`config.mk`:
```
export PLATFORM = sky130hd
export DESIGN_NAME = hilo_muldiv_unit
export DESIGN_NICKNAME = d
export VERILOG_FILES = /design/src/rtl/hilo_muldiv_unit.sv
export SDC_FILE = /design/constraint.sdc
export NUM_CORES = 1
export LEC_CHECK = 0
export CORE_MARGIN = 5
export CORE_UTILIZATION = 55
export CTS_BUF_LIST = sky130_fd_sc_hd__clkbuf_8
export CTS_CLUSTER_DIAMETER = 60
export DETAILED_ROUTE_END_ITERATION = 8
export PLACE_DENSITY_LB_ADDON = 0.05
export SLEW_MARGIN = 20
export SYNTH_ARGS = -nofsm -noshare
export SYNTH_HDL_FRONTEND = slang
export SYNTH_SLANG_ARGS = --single-unit
```
`constraint.sdc`:
```
create_clock -name clk -period 8.4 [get_ports clk]
set_clock_uncertainty 0.2 [all_clocks]
set_input_delay 0.84 -clock clk [delete_from_list [all_inputs] [get_ports clk]]
set_output_delay 0.84 -clock clk [all_outputs]
set_load 0.01 [all_outputs]
```
`src/rtl/hilo_muldiv_unit.sv`:
```
// hilo_muldiv_unit: iterative 32-bit MULT/MULTU/DIV/DIVU unit
// owning the architectural HI/LO register pair.
module hilo_muldiv_unit #(
  parameter int ITER = 32
) (
  input  logic        clk,
  input  logic        rst,
  input  logic        start,
  input  logic [1:0]  op,
  input  logic [31:0] a,
  input  logic [31:0] b,
  input  logic        hi_we,
  input  logic        lo_we,
  input  logic [31:0] wdata,
  input  logic        hilo_sel,
  output logic        busy,
  output logic        done,
  output logic [31:0] hilo_out
);

  typedef enum logic [1:0] {
    IDLE,
    RUN,
    FIN
  } state_t;

  state_t      state_q;
  logic [4:0]  cnt_q;
  logic [63:0] acc_q;
  logic [31:0] opnd_q;
  logic [31:0] a_raw_q;
  logic [31:0] hi_q;
  logic [31:0] lo_q;
  logic [1:0]  op_q;
  logic        sa_q;
  logic        sb_q;
  logic        busy_q;
  logic        done_q;

  logic        sa_in;
  logic        sb_in;
  logic [31:0] ma_in;
  logic [31:0] mb_in;

  logic [32:0] add_s;
  logic [32:0] trial;
  logic [32:0] sub_s;
  logic        ge;
  logic [31:0] rem_n;
  logic [63:0] acc_d;

  logic        neg;
  logic [63:0] prod;
  logic [31:0] quo;
  logic [31:0] rem;
  logic [31:0] hi_d;
  logic [31:0] lo_d;

  // Operand capture: signed ops work on magnitudes, unsigned ops as-is.
  always_comb begin
    sa_in = ~op[0] & a[31];
    sb_in = ~op[0] & b[31];
    ma_in = sa_in ? -a : a;
    mb_in = sb_in ? -b : b;
  end

  // One radix-2 step: shift-add multiply or restoring divide.
  always_comb begin
    add_s = {1'b0, acc_q[63:32]}
          + (acc_q[0] ? {1'b0, opnd_q} : 33'd0);
    trial = {acc_q[63:32], acc_q[31]};
    sub_s = trial - {1'b0, opnd_q};
    ge    = trial >= {1'b0, opnd_q};
    rem_n = ge ? sub_s[31:0] : trial[31:0];
    if (op_q[1])
      acc_d = {rem_n, acc_q[30:0], ge};
    else
      acc_d = {add_s, acc_q[31:1]};
  end

  // Sign correction and divide-by-zero result for the final write.
  always_comb begin
    neg  = sa_q ^ sb_q;
    prod = neg ? -acc_q : acc_q;
    quo  = neg ? -acc_q[31:0] : acc_q[31:0];
    rem  = sa_q ? -acc_q[63:32] : acc_q[63:32];
    hi_d = prod[63:32];
    lo_d = prod[31:0];
    if (op_q[1]) begin
      if (opnd_q == 32'd0) begin
        hi_d = a_raw_q;
        lo_d = 32'hFFFF_FFFF;
      end else begin
        hi_d = rem;
        lo_d = quo;
      end
    end
  end

  // Control FSM, datapath registers and HI/LO update.
  always_ff @(posedge clk or posedge rst) begin
    if (rst) begin
      state_q <= IDLE;
      cnt_q   <= '0;
      acc_q   <= '0;
      opnd_q  <= '0;
      a_raw_q <= '0;
      hi_q    <= '0;
      lo_q    <= '0;
      op_q    <= '0;
      sa_q    <= 1'b0;
      sb_q    <= 1'b0;
      busy_q  <= 1'b0;
      done_q  <= 1'b0;
    end else begin
      unique case (state_q)
        IDLE: begin
          done_q <= 1'b0;
          if (hi_we) hi_q <= wdata;
          if (lo_we) lo_q <= wdata;
          if (start) begin
            op_q    <= op;
            sa_q    <= sa_in;
            sb_q    <= sb_in;
            a_raw_q <= a;
            cnt_q   <= '0;
            busy_q  <= 1'b1;
            state_q <= RUN;
            if (op[1]) begin
              opnd_q <= mb_in;
              acc_q  <= {32'd0, ma_in};
            end else begin
              opnd_q <= ma_in;
              acc_q  <= {32'd0, mb_in};
            end
          end
        end
        RUN: begin
          acc_q <= acc_d;
          cnt_q <= cnt_q + 5'd1;
          if (cnt_q == 5'(ITER - 1))
            state_q <= FIN;
        end
        FIN: begin
          hi_q    <= hi_d;
          lo_q    <= lo_d;
          busy_q  <= 1'b0;
          done_q  <= 1'b1;
          state_q <= IDLE;
        end
        default: state_q <= IDLE;
      endcase
    end
  end

  assign busy     = busy_q;
  assign done     = done_q;
  assign hilo_out = hilo_sel ? hi_q : lo_q;

endmodule

```
==> reports/qor.yml <==
status: "finished clean"
clkLatencyLatePin_ps: 560
ys_ff_latch: 204
reg2regPathDepth: 12
htreeDepth: 2
num_vias: 17500
die-area_um2: 34800
cp-startpoint: "acc_q[0]"
n_antenna_cell: 0
fin_tns_setup_ps: 0
max_cap_violations: 0
synth_top_area_share_pct: 29.8
critPathArrivalTime_ps: 4780
antenna_found_initial: 0
holdCritPathClass: "flop to flop"
areaGrowthSynthToFinish_pct: 14.4
grt_max_degree: 130
rrSetupSlack_ps: 3880
ys.flop_type: "dfrtp_1"
synth.avg_cell_area_um2: 7.84
drt_iter0_drc: 2215
multi_input_area_um2: 11300
final_antenna_net_count: 0
synth_area_um2: 17200
combPwrFrac_pct: 62.7
finalPower_mw: 9.01
startpoint_type: "flop"
dieHeight_um: 187
first_pass_iters: 6
critPathMaxFanout: 31
ys_seq_area_share_pct: 29.8
drive_gt1_share_pct: 7.13
fillers: 2676
maxSlewViolCount: 0
crit_required_ps: 8660
synthDistinctLibCells: 74
yosysTopAreaCell: "dfrtp_1"
regArea_um2: 5110
num_io_pins: 138
numCtsBuffers: 40
root_buffer: "clkbuf_8"
holdBufCountCts: 0
leakagePower_nw: 8.13
met2_usage_pct: 53.0
routed_wirelength_mm: 63.1
track_usage_pct: 34.6
overflow: 0
grtUsageMet1_pct: 49.9
utilization_pct: 64.0
die_x_um: 187
max_slew_margin_pct: 32.6
floorplan.rows: 64
reg2reg_to: "hi_q[18]"
cts_resized: 0
final_common_cell: "nand2_1"
power_switching_mw: 4.56
hp-start: "lo_q[22]"
start_util_pct: 55.9
routabilityCongestion: 0.960
hpwl_mm: 47.7
timing.final.crit_period_ps: 4520
tightest_slew_ps: 1010
pwr-share-clk_pct: 12.7
cts_buffer_depth: 3
synth_warnings: 0
hold_depth: 2
setup_viol: 0
critPathKind: "flop to flop"
nets: 2420
route.detailed.drc: 0
holdPathEnd: "lo_q[22]"
synthCells: 2189
design.core.area_um2: 30700
powerDensity_nw_per_um2: 459
hold_violations: 0
clk_pin_slew_worst_paths_ps: 60
async_flop_share_pct: 100
synthTopCellsByArea: "dfrtp_1, o21ai_0, a21oi_1"
synth.net_count: 2365
clock.fmax_mhz: 221
end_kind: "flop"
grt_pass1_wl_mm: 97.2
grt_use_met3_pct: 6.13
final_cell_mix: "nand2_1, dfrtp_1, o21ai_0"
port_buffers: 137
viasPerCell: 6.56
p_int_mw: 4.45
post_cts_buffers: 0
synth_edf_count: 0
first_global_vias: 16300
worstReg2RegStart: "acc_q[0]"
rsz0062_at_grt: "false"
cts.sinks: 204
fin_crit_sh_pct: 53.8
peakVddDrop_v: 0.000237
wire_per_inst_um: 23.6
p_sw_share_pct: 50.6
grt_busiest_layer: "met2"
pwr-share-seq_pct: 24.6
tritoncts: "built"
metrics by stage:
step	instance area (um^2)	worst slack, ps	instances	hold slack, ps
after floorplan	17200	1790	2189	240
after global placement	18700	4050	2598	257
after detailed placement	18700	3930	2598	267
after CTS	19600	3900	2667	279
after global routing	19600	3440	2667	301
final	19600	3880	2667	274
layout make-up:
class / count / share of cell area [%]
repair buffers: 164 / 7.99
clock inverters: 17 / 0.943
flip-flops and latches: 204 / 26.0
multi-input cells: 1776 / 57.7
well taps: 396 / 2.52
inverters: 58 / 1.15
clock buffers: 52 / 3.65
per-layer routing:
metal / wire [um] / part of all wire [%]
met3: 6440 / 10
met5: 0 / 0
met2: 27800 / 44
met1: 26600 / 42
met4: 2180 / 3.5
synth_stat cells, drive strengths merged (9+ instances only):
cell,instances
mux2,35
a21o,35
nand2,264
inv,58
nand2b,24
o41ai,16
o21bai,9
nor4,24
or3,27
a31oi,12
a211oi,61
or4,12
o31ai,22
o21a,10
nor2b,16
nand4,19
buf,21
a22oi,21
a21oi,199
nor3,71
o21ai,207
clkbuf,130
and2,10
o22ai,37
o211ai,30
nor2,185
and3,10
mux2i,60
dfrtp,204
o221ai,11
xnor2,113
xor2,73
ha,70
nand3,21
power groups by stage:
stage,combinational [mW],clock (mW),sequential (mW)
floorplan,4.18,0,1.77
global placement,5.41,0,2.18
detailed placement,5.50,0,2.20
CTS,5.52,1.15,2.18
global route,6.14,1.20,2.26
finish,5.65,1.14,2.22
how the worst max path moves through the flow:
stage,endpoint,slack [ps],cells after the start
floorplan,a_raw_q[0],1790,1
global placement,acc_q[31],4050,11
detailed placement,hi_q[18],3930,12
CTS,hi_q[18],3900,12
global route,hi_q[18],3440,12
finish,hi_q[18],3880,12
kinds of logic after synthesis:
family                   after synthesis  share of synthesized area [%]
adder cells (fa/ha/maj)               72                           5.34
multiplexers                          95                           5.80
flip-flops                           204                           29.8
AO/OA/AOI/OAI                        717                           25.9
AND/OR/NAND/NOR                      706                           19.1
XOR/XNOR                             186                           9.50
buffers and inverters                209                           4.67
critical path: stages, from the launching register on:
cell and delay (ps):
dfrtp_1 440, inv_1 750, ha_1 320, nand2b_1 120
nor3_1 360, and2_0 380, nand3_1 180, nor2b_1 490
nand4_1 270, o41ai_1 480, xnor2_1 170, a21oi_1 90
nor3_1 160
registers in the layout, indices dropped and copies added, names as in the netlist:
| register | count |
|---|---|
| sa_q | 1 |
| busy | 1 |
| lo_q | 32 |
| a_raw_q | 32 |
| op_q | 1 |
| done | 1 |
| state_q | 2 |
| opnd_q | 32 |
| sb_q | 1 |
| acc_q | 64 |
| hi_q | 32 |
| cnt_q | 5 |
Power figures use the tool's default switching activity.
